<file path="src/rtl/ext_bus_target.sv">
// Responder for the multiplexed 16-bit external bus. It synchronises the pad strobes,
// demultiplexes the ALE address phases and turns each OE_N/WE_N cycle into one req/ready transaction.
//
// state    | meaning
// ---------+--------------------------------------------------------------
// IDLE     | waiting for an oe_n fall (read) or a we_n rise (write)
// RD_REQ   | read request issued, waiting for mem_ready
// RD_DRIVE | read data on the bus, waiting for oe_n to rise
// RD_ABORT | oe_n rose early; keep mem_req until mem_ready, never drive
// WR_REQ   | write request issued, waiting for mem_ready
module ext_bus_target #(
    parameter int SYNC_STAGES = 2,
    parameter int ADDR_W      = 32
) (
    input  logic              clk,
    input  logic              reset_n,
    input  logic [15:0]       dio_in,
    output logic [15:0]       dio_out,
    output logic              dio_oe,
    input  logic              ale0,
    input  logic              ale1,
    input  logic              oe_n,
    input  logic              we_n,
    input  logic              bhe_n,
    output logic              mem_req,
    output logic              mem_rw,
    output logic [ADDR_W-1:0] mem_addr,
    output logic [15:0]       mem_wdata,
    output logic [1:0]        mem_wmask,
    input  logic [15:0]       mem_rdata,
    input  logic              mem_ready,
    output logic              busy,
    output logic              err,
    input  logic              err_clr
);

    typedef enum logic [2:0] {
        IDLE     = 3'd0,
        RD_REQ   = 3'd1,
        RD_DRIVE = 3'd2,
        RD_ABORT = 3'd3,
        WR_REQ   = 3'd4
    } state_t;

    // Bit positions inside the synchroniser bundle
    localparam int B_ALE0 = 16;
    localparam int B_ALE1 = 17;
    localparam int B_OE   = 18;
    localparam int B_WE   = 19;
    localparam int B_BHE  = 20;
    localparam int B_VLD  = 21;
    localparam int BW     = 22;

    // A constant 1 travels with the pad samples; edges are only trusted once
    // both the last stage and its delayed copy hold real samples taken after reset.
    logic [SYNC_STAGES-1:0][BW-1:0] sync_q;
    logic [BW-1:0]                  cur;
    logic [15:0]                    prev_dio;
    logic                           prev_ale0, prev_ale1, prev_oe_n, prev_we_n, prev_vld;

    logic        edge_ok, oe_fall, oe_rise, we_rise, ale0_fall, ale1_fall;
    logic [15:0] addr_lo, addr_hi;
    logic [31:0] addr_full;

    state_t             state, state_nxt;
    logic               req_nxt, rw_nxt, doe_nxt, err_nxt, err_set;
    logic [ADDR_W-1:0]  addr_nxt;
    logic [15:0]        wdata_nxt, dout_nxt;
    logic [1:0]         wmask_nxt;

    assign cur = sync_q[SYNC_STAGES-1];

    always_ff @(posedge clk or negedge reset_n) begin
        if (!reset_n) begin
            sync_q    <= '0;
            prev_dio  <= '0;
            prev_ale0 <= 1'b0;
            prev_ale1 <= 1'b0;
            prev_oe_n <= 1'b0;
            prev_we_n <= 1'b0;
            prev_vld  <= 1'b0;
        end else begin
            sync_q    <= {sync_q[SYNC_STAGES-2:0], {1'b1, bhe_n, we_n, oe_n, ale1, ale0, dio_in}};
            prev_dio  <= cur[15:0];
            prev_ale0 <= cur[B_ALE0];
            prev_ale1 <= cur[B_ALE1];
            prev_oe_n <= cur[B_OE];
            prev_we_n <= cur[B_WE];
            prev_vld  <= cur[B_VLD];
        end
    end

    assign edge_ok   = cur[B_VLD] & prev_vld;
    assign oe_fall   = edge_ok &  prev_oe_n & ~cur[B_OE];
    assign oe_rise   = edge_ok & ~prev_oe_n &  cur[B_OE];
    assign we_rise   = edge_ok & ~prev_we_n &  cur[B_WE];
    assign ale0_fall = edge_ok &  prev_ale0 & ~cur[B_ALE0];
    assign ale1_fall = edge_ok &  prev_ale1 & ~cur[B_ALE1];

    // ADDR_W is expected to be 32 or less; upper address bits are simply dropped
    assign addr_full = {addr_hi, addr_lo};

    always_ff @(posedge clk or negedge reset_n) begin
        if (!reset_n) begin
            addr_lo <= '0;
            addr_hi <= '0;
        end else begin
            if (ale0_fall) addr_lo <= prev_dio;
            if (ale1_fall) addr_hi <= prev_dio;
        end
    end

    always_comb begin
        state_nxt = state;
        req_nxt   = mem_req;
        rw_nxt    = mem_rw;
        addr_nxt  = mem_addr;
        wdata_nxt = mem_wdata;
        wmask_nxt = mem_wmask;
        dout_nxt  = dio_out;
        doe_nxt   = dio_oe;
        err_set   = 1'b0;

        case (state)
            IDLE: begin
                if (we_rise || oe_fall) begin
                    req_nxt   = 1'b1;
                    addr_nxt  = addr_full[ADDR_W-1:0];
                    wmask_nxt = {~cur[B_BHE], ~addr_lo[0]};
                end
                if (we_rise) begin
                    state_nxt = WR_REQ;
                    rw_nxt    = 1'b1;
                    wdata_nxt = cur[15:0];
                    err_set   = oe_fall;
                end else if (oe_fall) begin
                    state_nxt = RD_REQ;
                    rw_nxt    = 1'b0;
                end
            end
            RD_REQ: begin
                if (mem_ready) begin
                    req_nxt = 1'b0;
                    // A strobe that ended in the same cycle leaves nothing to drive
                    if (oe_rise) begin
                        state_nxt = IDLE;
                    end else begin
                        state_nxt = RD_DRIVE;
                        dout_nxt  = mem_rdata;
                        doe_nxt   = 1'b1;
                    end
                end else if (oe_rise) begin
                    state_nxt = RD_ABORT;
                end
            end
            RD_DRIVE: begin
                if (!cur[B_WE]) begin
                    state_nxt = IDLE;
                    doe_nxt   = 1'b0;
                    err_set   = 1'b1;
                end else if (oe_rise) begin
                    state_nxt = IDLE;
                    doe_nxt   = 1'b0;
                end
            end
            RD_ABORT, WR_REQ: begin
                if (mem_ready) begin
                    state_nxt = IDLE;
                    req_nxt   = 1'b0;
                end
            end
            default: begin
                state_nxt = IDLE;
                req_nxt   = 1'b0;
                doe_nxt   = 1'b0;
            end
        endcase

        if (state != IDLE && (oe_fall || we_rise)) err_set = 1'b1;

        if (err_set)      err_nxt = 1'b1;
        else if (err_clr) err_nxt = 1'b0;
        else              err_nxt = err;
    end

    always_ff @(posedge clk or negedge reset_n) begin
        if (!reset_n) begin
            state     <= IDLE;
            mem_req   <= 1'b0;
            mem_rw    <= 1'b0;
            mem_addr  <= '0;
            mem_wdata <= '0;
            mem_wmask <= '0;
            dio_out   <= '0;
            dio_oe    <= 1'b0;
            err       <= 1'b0;
        end else begin
            state     <= state_nxt;
            mem_req   <= req_nxt;
            mem_rw    <= rw_nxt;
            mem_addr  <= addr_nxt;
            mem_wdata <= wdata_nxt;
            mem_wmask <= wmask_nxt;
            dio_out   <= dout_nxt;
            dio_oe    <= doe_nxt;
            err       <= err_nxt;
        end
    end

    assign busy = (state != IDLE);

endmodule

</file>
<file path="config.mk">
export PLATFORM = sky130hd
export DESIGN_NAME = ext_bus_target
export DESIGN_NICKNAME = d
export VERILOG_FILES = /design/src/rtl/ext_bus_target.sv
export SDC_FILE = /design/constraint.sdc
export NUM_CORES = 1
export LEC_CHECK = 0
export BUFFER_PORTS_ARGS = -buffer_cell sky130_fd_sc_hd__buf_4
export CORE_MARGIN = 3
export CORE_UTILIZATION = 58
export DETAILED_ROUTE_END_ITERATION = 6
export GPL_TIMING_DRIVEN = 0
export PLACE_DENSITY = 0.81
export SETUP_SLACK_MARGIN = 0.2
export SLEW_MARGIN = 20
export SYNTH_ARGS = -nofsm -noshare
export SYNTH_HDL_FRONTEND = slang
export SYNTH_SLANG_ARGS = --single-unit
</file>
<file path="constraint.sdc">
create_clock -name clk -period 3 [get_ports clk]
set_input_delay 0.15 -clock clk [delete_from_list [all_inputs] [get_ports clk]]
set_output_delay 0.15 -clock clk [all_outputs]
set_load 0.005 [all_outputs]
</file>
==> impl_metrics.ini, run 1 <==
[placed_design]
gp_congestion = 0.770
numPortBuffers = 111
dp_hpwl_mm = 6.77

[detailed_routing]
drc = 0
drt_iter0_drc = 129
num_vias = 3266
ant_nets = 0
routed_wl_mm = 11.8
wl_per_cell_um = 18.5
via_per_inst = 5.13
first_pass_iters = 4

[logic_synthesis]
synth_seq_cells = 170
synth_top_area_cell = dfrtp_1
synth_edf_count = 0
synth_area_leaders = dfrtp_1 (74%), mux2_2 (13%), mux2_1 (3.7%), mux2_4 (3.1%), buf_2 (0.78%)
synth.distinct_cells = 35
postSynthAreaPerCell_um2 = 17.8
syn_area_um2 = 5760
synth_cells = 324
async_flop_share_pct = 100
ys_seq_area_share_pct = 73.8
synthFlopType = dfrtp_1
syn_nets = 365
yosysWarnings = 0
synth_top_area_share_pct = 73.8

[sta]
worst_pin_slew_ns = 0.704
hold_viol_final = 0
slew_violations = 0
setup_violations = 0
clock_skew_ns = 0.0102
slew_headroom_pct = 53.0
period_needed_ns = 1.89
rsz0062_at_grt = false
period_share_pct = 63.1
fmax_mhz = 528
tns_ns = 0

[run]
cap_violations = 0

[worst_setup_path]
critPathMaxStageDelay_ns = 0.41
start_kind = register
crit_path_end_kind = register
critPathKind = reg -> reg
required_ns = 3.39
cpLargestDelayFamily = simple AND/OR/NAND/NOR gates
crit_fanout = 10
worst-path-buf-inv = 1
worstPathArrival_ns = 2.28
critPathSlowestCell = dfrtp_1
crit_chain = and2b_1 > and3_1 > nand2_2 > buf_2 > mux2_1

[layout]
antenna_cells = 0
fillers = 499
multiInputGateArea_um2 = 1420
area_delta_synth_final_pct = 34.6
final_layout_size_suffix_gt1_share_pct = 46.9
regArea_um2 = 4250
fin_util_pct = 82.0
nets = 536

[power]
power_frac_seq_pct = 47.6
switchingPower_uw = 1780
p_total_uw = 6760
irDropWorstVdd_mv = 0.526
pwr-share-clk_pct = 29.9
share_comb_of_total_power_pct = 22.4
cellLeakagePower_uw = 0.00370
switching_share_pct = 26.3
power.internal_uw = 4980
p_per_area_nw_per_um2 = 871

[floorplan]
die_h_um = 106
start_util_pct = 60.9
dieArea_um2 = 11200
design.core.area_um2 = 9460
top_level_ports = 112
fp.dieW_um = 106
rows = 35

[cts]
numCtsBuffers = 17
clk_latency_ns = 0.52
post-cts-setup-buffers = 0
tritoncts = built
clockRootBuffer = clkbuf_8
htree_num_levels = 4
path_clk_slew_ns = 0.07
cts_sinks = 170
cts_resized = 0
cts_buffer_depth = 2
cts_hold_buf = 40

[min_path]
worst_hold_path_type = in -> async

[grt]
grt_max_degree = 100
grt_pass1_vias = 3706
grt_antenna_before_repair = 0
groute.usage.overall_pct = 23.0
grt_pass1_wl_mm = 19.5
overflow = 0

[outcome]
status = finished clean
-- path summary, 6_finish.rpt --
| check | start | endpoint | slack [ns] | depth (start not counted) |
|---|---|---|---|---|
| worst max-delay path | cur[19]$_DFF_PN0_ | mem_wdata[13]$_DFFE_PN0N_ | 1.11 | 5 |
| worst min-delay path | reset_n | sync_q[2]$_DFF_PN0_ | 0.23 | 2 |
| worst max register to register | cur[19]$_DFF_PN0_ | mem_wdata[13]$_DFFE_PN0N_ | 1.11 | 5 |
| worst min register to register | sync_q[11]$_DFF_PN0_ | cur[11]$_DFF_PN0_ | 0.35 | 0 |
| max in group asynchronous | reset_n | prev_dio[12]$_DFF_PN0_ | 2.01 | 3 |
| min in group clk | dio_in[6] | sync_q[6]$_DFF_PN0_ | 0.28 | 2 |
-- stage by stage --
step	hold WS, ns	std cells	worst slack [ns]	instance area [um^2]
finish	0.229	637	1.11	7760
CTS	0.260	637	1.12	7760
floorplan	-0.146	324	1.36	5760
global placement	0.259	564	0.964	6760
detailed placement	0.219	565	1.13	6790
global route	0.279	637	1.01	7760
-- cell type report --
class | count | area share [%]
sequential | 170 | 54.8
multi-input combinational | 138 | 18.3
timing repair buffer | 152 | 16.4
clock buffer | 20 | 5.87
tap | 129 | 2.08
clock inverter | 12 | 1.37
buffer | 12 | 0.968
inverter | 4 | 0.194
-- power by group through the flow --
stage          clock, uW  sequential [uW]  combinational (uW)
2_1_floorplan          0             3190                 559
3_3_place_gp           0             3190                1410
3_5_place_dp           0             3230                1460
4_1_cts             2050             3200                1510
5_1_grt             2170             3290                1630
6_report            2020             3220                1520
-- placed cells by master, fill, tap and decap left out, types with 2 or more instances in the layout --
| master | n |
|---|---|
| a21oi_1 | 2 |
| buf_2 | 9 |
| buf_4 | 111 |
| buf_6 | 2 |
| clkbuf_16 | 16 |
| clkbuf_8 | 4 |
| clkinv_4 | 4 |
| clkinvlp_4 | 3 |
| dfrtp_1 | 170 |
| dlygate4sd3_1 | 40 |
| inv_1 | 4 |
| inv_6 | 3 |
| inv_8 | 2 |
| mux2_1 | 19 |
| mux2_2 | 65 |
| mux2_4 | 12 |
| mux2i_1 | 2 |
| nand2_1 | 5 |
| nand3_1 | 2 |
| nand4b_1 | 3 |
| nor2_1 | 4 |
| nor3_1 | 2 |
| o21ai_0 | 2 |
| o22ai_1 | 2 |
-- sequential cells by signal, summed over array words and instances (netlist names), 3 cells and up --
register   flops
mem_addr      32
cur           22
sync_q        22
addr_hi       16
addr_lo       16
dio_out       16
mem_wdata     16
prev_dio      16
state          3
-- synth_stat cells (3+ instances only) --
library cell,instances
nand2_1,5
nor2_1,4
dfrtp_1,170
nand4b_1,3
mux2_1,19
mux2_4,12
inv_1,4
mux2_2,65
buf_2,9
-- kinds of logic after synthesis --
family | after synthesis | synth area share, %
AND/OR/NAND/NOR | 26 | 3.17
other | 1 | 0.0651
AO/OA/AOI/OAI | 13 | 1.52
flip-flops | 170 | 73.8
multiplexers | 98 | 19.9
buffers and inverters | 16 | 1.56
-- layer usage --
metal  global-route usage, %  wire length (um)  part of all wire, %  vias to the layer above
li1                        -                 -                    -                     1464
met1                    27.9              4650                   39                     1685
met2                    41.9              6460                   55                       99
met3                    4.96               493                  4.2                       18
met4                    5.55               201                  1.7                        0
met5                       0                 0                    0                        -
No activity file was read; power rests on OpenSTA's default activity.
==> run 2: changes to the inputs <==
--- a/config.mk
+++ b/config.mk
@@ -7,10 +7,10 @@
 export LEC_CHECK = 0
 export BUFFER_PORTS_ARGS = -buffer_cell sky130_fd_sc_hd__buf_4
 export CORE_MARGIN = 3
-export CORE_UTILIZATION = 58
+export CORE_UTILIZATION = 54
 export DETAILED_ROUTE_END_ITERATION = 6
 export GPL_TIMING_DRIVEN = 0
-export PLACE_DENSITY = 0.81
+export PLACE_DENSITY = 0.76
 export SETUP_SLACK_MARGIN = 0.2
 export SLEW_MARGIN = 20
 export SYNTH_ARGS = -nofsm -noshare
==> constraint.sdc (replaced) <==
create_clock -name clk -period 2 [get_ports clk]
set_input_delay 0.1 -clock clk [delete_from_list [all_inputs] [get_ports clk]]
set_output_delay 0.1 -clock clk [all_outputs]
set_load 0.005 [all_outputs]
==> impl_metrics.ini, run 2 (synthesis gave the netlist of run 1 again) <==
[floorplan]
dieArea_um2 = 11900
fp.dieW_um = 109
design.core.area_um2 = 10400
rows = 37
die_h_um = 109
start_util_pct = 55.6
top_level_ports = 112

[grt]
overflow = 0
grt_max_degree = 95
grt_pass1_vias = 3526
groute.usage.overall_pct = 19.6
grt_antenna_before_repair = 0
grt_pass1_wl_mm = 17.4

[detailed_routing]
num_vias = 3327
wl_per_cell_um = 16.9
via_per_inst = 5.08
drc = 0
drt_iter0_drc = 105
routed_wl_mm = 11.1
ant_nets = 0
first_pass_iters = 4

[layout]
area_delta_synth_final_pct = 37.7
final_common_cell = dfrtp_1
nets = 547
largest_reg_flops = 32
final_cell_mix = dfrtp_1 (169), buf_4 (120), mux2_2 (65), dlygate4sd3_1 (40), mux2_1 (19)
antenna_cells = 0
regArea_um2 = 4260
final_layout_size_suffix_gt1_share_pct = 48.4
fillers = 588
multiInputGateArea_um2 = 1440
stdcell_count = 655
max_flop_register = mem_addr

[run]
cap_violations = 0

[placed_design]
gp_congestion = 0.755
numPortBuffers = 111
dp.cells = 572
dp_hpwl_mm = 6.68

[sta]
tns_ns = 0
hold_viol_final = 0
slew_headroom_pct = 54.4
slew_violations = 0
setup_violations = 0
worst_pin_slew_ns = 0.684
clock_skew_ns = 0.00549
period_share_pct = 90.2
fmax_mhz = 554
period_needed_ns = 1.80
rsz0062_at_grt = true

[worst_setup_path]
worstPathArrival_ns = 2.21
crit_fanout = 7
crit_path_end_kind = register
required_ns = 2.41
start_kind = register
critPathKind = reg -> reg

[power]
irDropWorstVdd_mv = 0.686
p_per_area_nw_per_um2 = 1280
cellLeakagePower_uw = 0.00379

[outcome]
status = finished clean

[min_path]
worst_hold_path_type = in -> async

[cts]
path_clk_slew_ns = 0.07
clk_latency_ns = 0.52
cts_buffer_depth = 2
clockRootBuffer = clkbuf_8
htree_num_levels = 4
tritoncts = built
numCtsBuffers = 17
cts_sinks = 170
==> run 2: cell types whose count changed in the layout (fill, tap and decap cells not counted), moves of 2 or more <==
cell | before | now
buf_12 | 0 | 2
inv_8 | 2 | 0
inv_6 | 3 | 1
buf_6 | 2 | 4
clkbuf_4 | 0 | 2
buf_2 | 9 | 4
buf_4 | 111 | 120
==> run 2: final timing paths <==
path                                            from                  endpoint  slack (ns)  cells after the start
worst min-delay path                         reset_n  mem_wdata[1]$_DFFE_PN0N_        0.17                      2
worst max-delay path              prev_vld$_DFF_PN0_   dio_out[11]$_DFFE_PN0P_        0.20                      6
max in group asynchronous                    reset_n       sync_q[8]$_DFF_PN0_        1.04                      3
min in group clk                           dio_in[5]       sync_q[5]$_DFF_PN0_        0.22                      2
worst max register to register    prev_vld$_DFF_PN0_   dio_out[11]$_DFFE_PN0P_        0.20                      6
worst min register to register  sync_q[15]$_DFF_PN0_         cur[15]$_DFF_PN0_        0.35                      0
==> run 2: critical path: stages (launching register included) <==
cell       delay [ns]
dfrtp_1          0.37
buf_4            0.16
and4b_4          0.21
nor3b_4          0.27
nand3b_4         0.18
clkbuf_16        0.20
mux2_4           0.30
==> run 2: metrics by stage <==
step	cell area, um^2	worst slack [ns]	hold WS, ns	util, %	total power, uW
2_1_floorplan	5760	0.356	-0.196	-	5620
3_3_place_gp	6770	-0.000730	0.209	65.3	6910
3_5_place_dp	6800	0.0937	0.156	65.6	7030
4_1_cts	7800	0.174	0.189	75.2	10200
5_1_grt	7940	0.118	0.204	76.6	10700
6_report	7940	0.196	0.174	76.6	10200
==> run 2: repair_timing <==
action                                  4_1_cts  5_1_grt
endpoints found under the setup margin       22       52
gates cloned                                  0        1
hold buffers                                 40        0
setup buffers                                 1        9
pin swaps                                     1        4
hold endpoints to repair                    136        0
resized for setup                             3       12
==> run 2: area by class of cell <==
cell class,count,area share [%]
inverters,4,0.189
clock inverters,12,1.48
flip-flops and latches,170,53.6
clock buffers,20,5.74
plain buffers,12,1.36
well taps,136,2.14
multi-input cells,138,18.1
repair buffers,163,17.4
==> run 2: per-layer routing <==
metal  up-vias  track usage (%)  part of all wire (%)  wire (um)
met1      1705             24.7                    41       4490
met2       103             32.1                    52       5750
met4         0             6.86                   1.8        200
met5         -                0                     0          0
met3        20             6.46                   5.6        623
li1       1499                -                     -          -
==> run 2: where the power goes <==
group / internal [uW] / switching (uW) / total, uW
Sequential: 4300 / 494 / 4790
Clock: 1760 / 1320 / 3080
Combinational: 1540 / 746 / 2290
==> run 3: changes to the inputs <==
--- a/config.mk
+++ b/config.mk
@@ -7,10 +7,10 @@
 export LEC_CHECK = 0
 export BUFFER_PORTS_ARGS = -buffer_cell sky130_fd_sc_hd__buf_4
 export CORE_MARGIN = 3
-export CORE_UTILIZATION = 54
+export CORE_UTILIZATION = 52
 export DETAILED_ROUTE_END_ITERATION = 6
 export GPL_TIMING_DRIVEN = 0
-export PLACE_DENSITY = 0.76
+export PLACE_DENSITY = 0.74
 export SETUP_SLACK_MARGIN = 0.2
 export SLEW_MARGIN = 20
 export SYNTH_ARGS = -nofsm -noshare
==> impl_metrics.ini, run 3 (synthesis gave the netlist of run 1 again) <==
[outcome]
status = finished clean

[floorplan]
die_h_um = 111
fp.dieW_um = 111
design.core.area_um2 = 10600
rows = 37
top_level_ports = 112
start_util_pct = 54.6
dieArea_um2 = 12400

[power]
cellLeakagePower_uw = 0.00382
irDropWorstVdd_mv = 0.768
switching_share_pct = 24.6
p_total_uw = 10400
pwr-share-clk_pct = 31.3
p_per_area_nw_per_um2 = 1300
switchingPower_uw = 2560
power.internal_uw = 7810
power_frac_seq_pct = 46.5
share_comb_of_total_power_pct = 22.3

[detailed_routing]
wl_per_cell_um = 17.8
routed_wl_mm = 11.7
drc = 0
drt_iter0_drc = 116
num_vias = 3327
via_per_inst = 5.07
ant_nets = 0
first_pass_iters = 5

[cts]
cts_buffer_depth = 2
cts_sinks = 170
numCtsBuffers = 17
clk_latency_ns = 0.52
htree_num_levels = 4
tritoncts = built
path_clk_slew_ns = 0.06
clockRootBuffer = clkbuf_8

[layout]
multiInputGateArea_um2 = 1440
regArea_um2 = 4250
final_common_cell = dfrtp_1
nets = 549
fin_util_pct = 75.7
largest_reg_flops = 32
fillers = 618
final_cell_mix = dfrtp_1 (170), buf_4 (122), mux2_2 (65), dlygate4sd3_1 (40), mux2_1 (19)
design_area_um2 = 7990
antenna_cells = 0
max_flop_register = mem_addr
final_layout_size_suffix_gt1_share_pct = 47.9
area_delta_synth_final_pct = 38.6

[placed_design]
numPortBuffers = 111
dp_hpwl_mm = 6.92
gp_congestion = 0.778
placed_cell_area_um2 = 6800

[worst_setup_path]
required_ns = 2.41
crit_path_end_kind = register
start_kind = register
critPathMaxStageDelay_ns = 0.39
critPathKind = reg -> reg
rr_startpoint = cur[21]$_DFF_PN0_
critPathSlowestCell = dfrtp_1
crit_chain = buf_6 > and4b_4 > nor3b_4 > nand3b_4 > clkbuf_16 > mux2_4
crit_fanout = 7
reg2reg_slack_ns = 0.25
r2r-end = dio_out[8]$_DFFE_PN0P_
worstPathArrival_ns = 2.15
r2r_cells = 6

[min_path]
worst_hold_path_type = in -> async

[grt]
overflow = 0
grt_pass1_wl_mm = 18.9
groute.usage.overall_pct = 19.6
grt_antenna_before_repair = 0
grt_pass1_vias = 3763
grt_max_degree = 91

[sta]
hold_viol_final = 0
fmax_mhz = 573
period_needed_ns = 1.75
slew_violations = 0
clock_skew_ns = 0.00974
setup_violations = 0
worst_pin_slew_ns = 0.605
hold_ws_ns = 0.147
slew_headroom_pct = 59.7
period_share_pct = 87.3
rsz0062_at_grt = true

[run]
cap_violations = 0
run 3: routing by layer:
metal | wire length [um] | GRT usage, % | vias to the layer above
met5 | 0 | 0 | -
met2 | 6270 | 34.2 | 101
met3 | 589 | 6.06 | 18
met4 | 182 | 5.84 | 0
met1 | 4670 | 23.5 | 1708
li1 | - | - | 1500
run 3: worst max-delay path by stage:
stage / slack, ns / endpoint / startpoint
after floorplan: 0.36 / dio_out[10]$_DFFE_PN0P_ / cur[21]$_DFF_PN0_
after global placement: -0.003 / mem_addr[10]$_DFFE_PN0P_ / reset_n
after detailed placement: 0.09 / mem_wdata[14]$_DFFE_PN0N_ / cur[19]$_DFF_PN0_
after CTS: 0.20 / mem_wdata[14]$_DFFE_PN0N_ / cur[19]$_DFF_PN0_
after global routing: 0.17 / dio_out[14]$_DFFE_PN0P_ / cur[21]$_DFF_PN0_
final: 0.25 / dio_out[8]$_DFFE_PN0P_ / cur[21]$_DFF_PN0_
run 3: worst max-delay path, delay by kind of cell, from the launching register on:
kind	cells	cell delay [ns]
and+or+nand+nor	3	0.63
DFF	1	0.39
muxes	1	0.29
buffers and inverters	2	0.34
run 3: area by class of cell:
cell class,instances,share of cell area (%)
Buffer,12,1.35
Clock buffer,21,5.62
Clock inverter,10,1.80
Inverter,4,0.188
Multi-Input combinational cell,138,18.0
Sequential cell,170,53.3
Tap cell,136,2.13
Timing Repair Buffer,165,17.6
run 3: power groups by stage:
stage,combinational (uW),sequential [uW],clock [uW]
floorplan,839,4780,0
finish,2310,4820,3240
CTS,2300,4820,3300
global placement,2110,4800,0
detailed placement,2200,4850,0
global route,2500,4920,3470
run 3: stage by stage:
stage | worst slack [ns] | instances | TNS (ns)
floorplan | 0.356 | 324 | 0
global placement | -0.00294 | 571 | -0.0516
detailed placement | 0.0880 | 572 | 0
CTS | 0.199 | 646 | 0
global route | 0.173 | 656 | 0
finish | 0.254 | 656 | 0
run 3: timing repair:
action | CTS | global route
hold endpoints to repair | 121 | 0
hold buffers | 40 | 0
gates resized for setup | 3 | 13
endpoints found under the setup margin | 24 | 57
pin swaps | 2 | 4
buffers inserted | 3 | 9
gates cloned | 0 | 1
